<file path="config.mk">
export PLATFORM = sky130hd
export DESIGN_NAME = rr_sel_arb
export DESIGN_NICKNAME = d
export VERILOG_FILES = /design/src/rtl/rr_sel_arb.sv
export SDC_FILE = /design/constraint.sdc
export NUM_CORES = 1
export LEC_CHECK = 0
export ABC_CLOCK_PERIOD_IN_PS = 1600
export CORE_MARGIN = 4
export CORE_UTILIZATION = 43
export CTS_CLUSTER_DIAMETER = 40
export CTS_CLUSTER_SIZE = 20
export DETAILED_ROUTE_END_ITERATION = 6
export HOLD_SLACK_MARGIN = 0.1
export PLACE_DENSITY_LB_ADDON = 0.2
export SYNTH_ARGS = -nofsm -noshare
export SYNTH_HDL_FRONTEND = slang
export SYNTH_SLANG_ARGS = --single-unit
</file>
<file path="constraint.sdc">
create_clock -name clk -period 1.6 [get_ports clk]
set_clock_uncertainty 0.15 [all_clocks]
set_input_delay 0.24 -clock clk [delete_from_list [all_inputs] [get_ports clk]]
set_output_delay 0.24 -clock clk [all_outputs]
set_load 0.005 [all_outputs]
</file>
<file path="src/rtl/rr_sel_arb.sv">
// Round-robin arbiter for four requesters. It steers the select of an external
// 4:1 mux, captures the mux output, and hands the word downstream with valid/ready.
module rr_sel_arb #(
    parameter int w = 4
) (
    input  logic         clk,
    input  logic         rst_b,
    input  logic [3:0]   req,
    input  logic [w-1:0] mux_o,
    output logic [1:0]   s,
    output logic [3:0]   gnt,
    output logic [3:0]   ack,
    output logic [w-1:0] out_data,
    output logic         out_valid,
    input  logic         out_ready
);

    typedef enum logic [1:0] {
        ST_IDLE = 2'd0,
        ST_SEL  = 2'd1,
        ST_HOLD = 2'd2
    } state_t;

    state_t         state_r, state_s;
    logic [1:0]     ptr_r, ptr_s;
    logic [1:0]     s_s;
    logic [3:0]     gnt_s;
    logic [3:0]     ack_s;
    logic [w-1:0]   out_data_s;
    logic           out_valid_s;
    logic [1:0]     win_s;

    // First set request bit, searching upward from the pointer with wrap-around.
    function automatic logic [1:0] rr_pick(input logic [3:0] r, input logic [1:0] p);
        logic [1:0] idx;
        logic       found;
        logic [1:0] res;
        res   = 2'd0;
        found = 1'b0;
        for (int i = 0; i < 4; i++) begin
            idx = p + i[1:0];
            if (!found && r[idx]) begin
                res   = idx;
                found = 1'b1;
            end else begin
                found = found;
            end
        end
        return res;
    endfunction

    assign win_s = rr_pick(req, ptr_r);

    // Next-state and next-output logic; every register holds unless a state acts on it.
    always_comb begin
        state_s     = state_r;
        ptr_s       = ptr_r;
        s_s         = s;
        gnt_s       = gnt;
        ack_s       = 4'b0000;
        out_data_s  = out_data;
        out_valid_s = out_valid;
        case (state_r)
            ST_IDLE: begin
                if (|req) begin
                    s_s     = win_s;
                    gnt_s   = 4'b0001 << win_s;
                    state_s = ST_SEL;
                end else begin
                    gnt_s   = 4'b0000;
                end
            end
            ST_SEL: begin
                // The mux has had one full cycle to settle on the new select.
                out_data_s  = mux_o;
                out_valid_s = 1'b1;
                state_s     = ST_HOLD;
            end
            ST_HOLD: begin
                if (out_valid && out_ready) begin
                    out_valid_s = 1'b0;
                    gnt_s       = 4'b0000;
                    ack_s       = gnt;
                    ptr_s       = s + 2'd1;
                    state_s     = ST_IDLE;
                end else begin
                    state_s     = ST_HOLD;
                end
            end
            default: begin
                state_s     = ST_IDLE;
                gnt_s       = 4'b0000;
                out_valid_s = 1'b0;
            end
        endcase
    end

    // State and output registers with synchronous active-low reset.
    always_ff @(posedge clk) begin
        if (!rst_b) begin
            state_r   <= ST_IDLE;
            ptr_r     <= 2'd0;
            s         <= 2'd0;
            gnt       <= 4'b0000;
            ack       <= 4'b0000;
            out_data  <= {w{1'b0}};
            out_valid <= 1'b0;
        end else begin
            state_r   <= state_s;
            ptr_r     <= ptr_s;
            s         <= s_s;
            gnt       <= gnt_s;
            ack       <= ack_s;
            out_data  <= out_data_s;
            out_valid <= out_valid_s;
        end
    end

endmodule

</file>
# --- Yosys cells after proc, flatten, opt, wreduce, memory -nomap -nowiden ---
# Cells that the tools add are included.
# Widths: inputs -> output; s select.
word_totals:
  in_bits: 11
  word_cells: 59
  regBits: 19
classes:
  eq_ne: 4
  bitwise: 2
  n_lt_le_gt_ge: 4
  n_mux: 23
  n_addsub: 4
  reduce_logical: 14
  n_shift: 1
op_table:
  columns: ["cell", "count"]
  rows:
  - ["$lt 2x3->1 const B", 4]
  - ["$mux 2", 6]
  - ["$pmux 4 s3", 1]
  - ["$bmux 1 s2", 4]
  - ["$mux 1", 8]
  - ["$mux 4", 2]
  - ["$reduce_and 2->1", 4]
  - ["$pmux 2 s3", 1]
  - ["$add 2x1->2 const B", 2]
  - ["$add 2x2->2 const B", 2]
  - ["$logic_and 1x1->1", 4]
  - ["$ne 2x2->1 const B", 2]
  - ["$reduce_or 4->1", 1]
  - ["$shl 1x2->4 const A", 1]
  - ["$logic_not 1->1", 3]
  - ["$pmux 1 s3", 1]
  - ["$reduce_and 3->1", 1]
  - ["$eq 2x1->1 const B", 1]
  - ["$eq 2x2->1 const B", 1]
  - ["$logic_not 2->1", 1]
  - ["$not 1->1", 2]

# --- Logic depth before layout (Yosys ltp) ---
# Gate-level depths: netlist of the first run.
depth:
  ltp_word: 15
  mapped_depth: 5
  depth_no_buf: 5

# --- Worst setup path before layout of the first run ---
# Ideal clock, no wire load.
synth_path:
  path_type: "register to register"
  start: "reg ptr_r[0]"
  end: "reg gnt[2]"
  required_ns: 1.333
  setup_ns: 0.117
  synth_period_minus_slack_ns: 1.337
  setup_slack_ns: 0.263
  arrival_time_ns: 1.069
  n_path_buf: 0
  stages_incl_launch_ff: 5
  path_cell_list: "dfxtp_1 -> nand2b_1 -> and2b_1 -> o32a_1 -> a32o_1"
synth_via:
  elab_chain_cells: 15
synth_rtl:
  columns: ["element", "line_no", "source"]
  rows:
  - ["from (decl)", "25", "logic [1:0] ptr_r, ptr_s;"]
  - ["from (signal assigned)", "110", "ptr_r <= ptr_s;"]
  - ["parallel branches: the longest is 11 deep, another holds $add 2x1->2", null, null]
  - ["$mux 2 *", "42", "if (!found && r[idx]) begin"]
  - ["$shl 1x2->4 *", "67", "gnt_s = 4'b0001 << win_s;"]
  - ["$mux 4 *", "65", "if (|req) begin"]
  - ["$pmux 4 s3 *", "63", "case (state_r)"]
  - ["to (signal assigned)", "112", "gnt <= gnt_s;"]
  - ["to (decl)", "11", "output logic [3:0] gnt,"]
# Every way passes the cells marked *. The select of a mux whose other input is x is not followed.
# A chain may end at the register's enable or synchronous reset.

# --- Final worst setup path of the first run ---
layout_path:
  start: "reg out_valid"
  end: "out out_valid"
layout_rtl:
  columns: ["element", "line_no", "source"]
  rows:
  - ["from (decl)", "14", "output logic out_valid,"]
  - ["from (signal assigned)", "115", "out_valid <= out_valid_s;"]
# No word-level cell between the ends.

==> results of run 1 <==
[worst max path at each step]
stage / end / slack [ps] / from
2_1_floorplan: gnt[2] / 260 / ptr_r[0]
3_3_place_gp: gnt[2] / -210 / req[1]
3_5_place_dp: gnt[3] / -250 / req[3]
4_1_cts: s[0] / 20 / s[0]
5_1_grt: gnt[1] / 5 / req[1]
6_report: out_valid / 60 / out_valid
[registers in the layout, indices dropped and copies added (netlist names)]
name,count
ack,4
gnt,4
out_data,4
ptr_r,2
s,2
state_r,2
out_valid,1
[timing repair]
| item | CTS | global route |
|---|---|---|
| resized for setup | 2 | 5 |
| buffers inserted | 0 | 2 |
| endpoints found under the setup margin | 2 | 5 |
[worst reg2reg max path: cells and delay by family, from the launching register on]
family	cells	cell delay [ps]
flops	1	430
compound gates	3	750
[final cells by class]
cell class | instances | area (um^2)
Fill cell | 144 | 537
Clock buffer | 4 | 26.3
Tap cell | 25 | 31.3
Sequential cell | 19 | 388
Multi-Input combinational cell | 52 | 398
Timing Repair Buffer | 39 | 358
Inverter | 2 | 7.51
[layer usage]
metal / global-route usage / wire length, um / vias to the layer above
li1: - / - / 349
met1: 0.197 / 787 / 312
met2: 0.262 / 833 / 17
met3: 0.0466 / 85 / 2
met4: 0.0404 / 10 / 0
met5: 0 / 0 / -
[through the flow]
step | setup TNS, ps | setup WS [ps]
after floorplan | 0 | 263
after global placement | -1140 | -212
after detailed placement | -1380 | -247
after CTS | 0 | 23.8
after global routing | 0 | 4.89
final | 0 | 56.5
[power groups by stage]
stage	registers (mW)	logic [mW]	clock network (mW)
6_report	0.525	0.253	0.231
5_1_grt	0.530	0.277	0.264
3_3_place_gp	0.535	0.238	0
4_1_cts	0.526	0.246	0.244
3_5_place_dp	0.536	0.244	0
2_1_floorplan	0.535	0.123	0
[Yosys cell counts]
cell type	count	area [um^2]
dfxtp_1	19	380
nor2_1	10	37.5
mux2i_1	5	50.1
nand2_1	5	18.8
and3_1	4	25.0
a21oi_1	3	15.0
a211oi_1	2	15.0
a32o_1	2	20.0
and2b_1	2	15.0
nand2b_1	2	12.5
o31ai_4	2	42.5
o32ai_1	2	17.5
a21oi_2	1	8.76
and2b_4	1	10.0
buf_2	1	5.00
buf_6	1	11.3
clkinv_1	1	3.75
inv_2	1	3.75
nand3_1	1	5.00
nand3_2	1	10.0
nor2b_1	1	6.26
nor2b_2	1	8.76
nor2b_4	1	13.8
o211a_1	1	10.0
o21ai_0	1	5.00
o32a_1	1	10.0
o32ai_2	1	16.3
or2_4	1	8.76
xnor2_1	1	8.76
[kinds of logic after synthesis]
kind of cell,count (synthesis),synth area share
muxes,5,0.0630
and+or+nand+nor,30,0.216
DFF,19,0.479
AOI/OAI and AO/OA,16,0.202
buffers and inverters,4,0.0299
xor gates and xnor gates,1,0.0110
[placed cells by master, fill, tap and decap left out, types with 2 or more instances in the layout]
cell,instances
a32o_1,2
and2b_1,2
and3_1,4
o31ai_4,2
nand2b_1,2
o32ai_2,2
nor2_1,10
mux2i_1,5
dfxtp_1,15
nand2_1,5
clkdlybuf4s50_1,24
a211oi_1,2
buf_4,14
dfxtp_2,3
clkbuf_4,3
a21oi_1,3
==> out/qor.csv, run 1 <==
metric,value,unit
outcome,"finished, final reports clean",
Sw Share,0.258,
VDD IR max,709,uV
WP data required,1210,ps
first-pass GRT wire length,3.08,mm
Avg Inst Size Synth,10.6,um^2
cell family with most CP delay,buffers and inverters,
Layout area overhead,52.1,%
Worst Path Buf+Inv,1,
Slew @ Worst Pin,457,ps
Synth cell types,29,
crit path cell chain,clkdlybuf4s50_1,
IO Pins,26,
Synth warnings,0,
global route overflow,0,
Max stage delay on crit path,510,ps
FF-to-FF path depth,3,
TritonRoute pass-1 iters,2,
Cells after Synth,75,
pwr/cell area,835,nW/um^2
"setup slack, reg-to-reg",150,ps
Routed Antenna Nets,0,
Setup crit end kind,output port,
Finished Layout Cells,141,
combinational power share,0.251,
final hold vios,0,
final core utilization,0.692,
Residual DRC,0,
Clock Path Buffers,2,
GRT Util Overall,0.157,
Starting Density,0.455,
critical path depth,1,
nets,128,
Worst path slowest cell,clkdlybuf4s50_1,
layout cell share with drive strength beyond 1,0.276,
worst hold path startpoint,req[2],
clock share of power,0.229,
Yosys reg bits,19,
Die W,51.0,um
antenna violations before repair,0,
post-layout minimum cycle time,1540,ps
CP Class,flop to output port,
design area,1210,um^2
hold_ws,306,ps
reg2reg start,ptr_r[1],
Cells after DPL,135,
post-synthesis sequential area ratio,0.479,
Die Y,51.0,um
WHS Path Cells,4,
DR vias,680,
drt total wl,1.72,mm
Tot Pwr,1.01,mW
syn_nets,86,
Max Cap Viol,0,
unrepaired setup endpoints after global routing,no,
Max Clk Rate,648,MHz
part of the power in registers,0.520,
TritonCTS Sinks,19,
Hold Crit Endpoint,s[1],
CTS tree,built,
Worst-Skew Late Latency,290,ps
CTS Hold Bufs,0,
CTS clock-pin slew for the worst setup and hold paths,100,ps
# setup viols final,0,
DRT iter0 DRCs,2,
crit-path max FO,3,
hpwl dp,1.39,mm
r2r endpoint,gnt[3],
Tcrit/Tclk final,0.965,
total die area,2600,um^2
Slew headroom,0.695,
net switching power,0.260,mW
Buffers on Ports,25,
Root Buffer,clkbuf_4,
Cell Int Power,0.749,mW
cell area after placement,1150,um^2
WL per Instance,12.2,um
pin count of the biggest net entering global routing,11,
Rows,15,
core area,1750,um^2
Leakage,0.491,nW
worst min-delay path class,primary input to flop,
crit path DAT,1150,ps
antenna cells,0,
GPL Wtd Cong,0.791,
vias per cell,4.82,
TritonCTS Buffers,3,
Worst setup SP type,flop,
htree depth,1,
Syn Std Cell Area,795,um^2
vias in the first global route,704,
final max-slew violation count,0,
Note: power is estimated with default switching activity, not from simulation.
==> run 2: changes to the inputs <==
--- a/config.mk
+++ b/config.mk
@@ -12,7 +12,7 @@
 export CTS_CLUSTER_SIZE = 20
 export DETAILED_ROUTE_END_ITERATION = 6
 export HOLD_SLACK_MARGIN = 0.1
-export PLACE_DENSITY_LB_ADDON = 0.2
+export PLACE_DENSITY_LB_ADDON = 0.08
 export SYNTH_ARGS = -nofsm -noshare
 export SYNTH_HDL_FRONTEND = slang
 export SYNTH_SLANG_ARGS = --single-unit
==> out/qor.csv, run 2 (synthesis results as in run 1) <==
metric,value,unit,change
CP Class,flop to output port,,
pwr/cell area,843,nW/um^2,+1.0%
Filler cells,132,,-8.3%
Worst path slowest cell,clkdlybuf4s50_1,,
worst min-delay path class,flop to flop,,
GRT Util Overall,0.152,,-0.00562
CP startpoint,s[0],,
final hold vios,0,,unchanged
# setup viols final,0,,unchanged
total die area,2600,um^2,unchanged
Worst-Skew Late Latency,290,ps,about the same
global route overflow,0,,unchanged
WL per Instance,11.4,um,-6.5%
Max Clk Rate,645,MHz,-0.41%
worst hold path startpoint,s[0],,
TritonCTS Buffers,3,,unchanged
htree depth,1,,unchanged
Sum Neg Setup Slack,0,ps,unchanged
crit-path max FO,4,,+1
pin count of the biggest net entering global routing,11,,unchanged
Slew headroom,0.739,,+0.0440
Buffers on Ports,25,,unchanged
final max-slew violation count,0,,unchanged
cell family with most CP delay,buffers and inverters,,
Root Buffer,clkbuf_4,,
nets,128,,unchanged
CTS tree,built,,
Die W,51.0,um,unchanged
"commonest non-fill, non-tap cell in the layout",clkdlybuf4s50_1,,
hpwl dp,1.27,mm,-8.2%
VDD IR max,457,uV,-36%
GPL Wtd Cong,0.771,,-2.5%
Worst setup SP type,flop,,
reg2reg start,ptr_r[1],,
final core utilization,0.690,,-0.00287
Tcrit/Tclk final,0.969,,+0.00399
Worst Path Buf+Inv,1,,unchanged
crit path cell chain,clkdlybuf4s50_1,,
Cells after DPL,136,,+0.74%
Finished Layout Cells,141,,unchanged
Max stage delay on crit path,500,ps,about the same
Multi-input gate area,390,um^2,-1.9%
Post-Place Setup Slack,-246,ps,+0.873 ps
TritonRoute pass-1 iters,4,,+2
vias per cell,4.85,,+0.59%
post-layout minimum cycle time,1550,ps,+6.38 ps
TritonCTS Sinks,19,,unchanged
"Worst Setup Slack, final",50.1,ps,-6.38 ps
DR vias,684,,+0.59%
Starting Density,0.455,,unchanged
core area,1750,um^2,unchanged
Routed Antenna Nets,0,,unchanged
Residual DRC,0,,unchanged
hold_ws,317,ps,+11.3 ps
highest-count cells in the layout ignoring fill and taps,"24 x clkdlybuf4s50_1, 14 x buf_4, 13 x dfxtp_1",,
CTS clock-pin slew for the worst setup and hold paths,110,ps,about the same
Rows,15,,unchanged
Die Y,51.0,um,unchanged
largest registers,"ack x4, gnt x4, out_data x4",,
Max Cap Viol,0,,unchanged
crit path DAT,1160,ps,about the same
drt total wl,1.61,mm,-6.5%
Sequential cell area,390,um^2,+0.65%
Clock Path Buffers,2,,unchanged
DRT iter0 DRCs,12,,+10
antenna cells,0,,unchanged
layout cell share with drive strength beyond 1,0.284,,+0.00862
first-pass GRT wire length,2.91,mm,-5.6%
Layout area overhead,51.5,%,
antenna violations before repair,0,,unchanged
IO Pins,26,,unchanged
Leakage,0.498,nW,+1.5%
vias in the first global route,659,,-6.4%
outcome,"finished, final reports clean",,
Slew @ Worst Pin,391,ps,-65.8 ps
unrepaired setup endpoints after global routing,no,,
WP data required,1210,ps,about the same
Setup crit end kind,output port,,
-- run 2: changes by cell type in the layout (fill, tap and decap cells not counted) --
cell	before	now
dfxtp_1	15	13
dfxtp_2	3	5
o32ai_1	1	2
o32ai_2	2	1
-- run 2: routing by layer --
metal  routed length (um)  GRT usage
met5                    0          0
met3                   94     0.0437
met4                   19     0.0807
met2                  737      0.245
met1                  755      0.180
-- run 2: final cells by class --
class | instances | area share
multi-input cells | 52 | 0.324
inverters | 2 | 0.00624
repair buffers | 39 | 0.297
flip-flops and latches | 19 | 0.324
clock buffers | 4 | 0.0218
well taps | 25 | 0.0260
-- run 2: final timing paths --
kind | to | slack (ps) | cells after the start
max reg2reg | gnt[3] | 130 | 4
min | ptr_r[0] | 320 | 1
max | s[0] | 50 | 1
min reg2reg | ptr_r[0] | 320 | 1
-- run 2: what timing repair did --
| item | 4_1_cts | 5_1_grt |
|---|---|---|
| resized for setup | 2 | 6 |
| buffers inserted | 0 | 1 |
| hold buffers | 0 | 0 |
| pin swaps | 0 | 0 |
| endpoints found under the setup margin | 2 | 6 |
-- run 2: worst register-to-register path: stages (launching register included) --
cell	delay, ps
dfxtp_1	440
inv_2	80
o31ai_4	260
nand3_2	130
o32ai_1	320
-- run 2: where the power goes --
| part | switching, mW | internal, mW | total [mW] | leakage (nW) |
|---|---|---|---|---|
| Clock | 0.147 | 0.0969 | 0.243 | 0.0150 |
| Combinational | 0.0981 | 0.147 | 0.246 | 0.325 |
| Sequential | 0.0220 | 0.504 | 0.526 | 0.158 |
-- run 2: through the flow --
step / power, mW / cell area (um^2)
after global placement: 0.775 / 1160
final: 1.02 / 1200
after floorplan: 0.658 / 795
after CTS: 1.02 / 1190
after detailed placement: 0.779 / 1160
after global routing: 1.07 / 1200
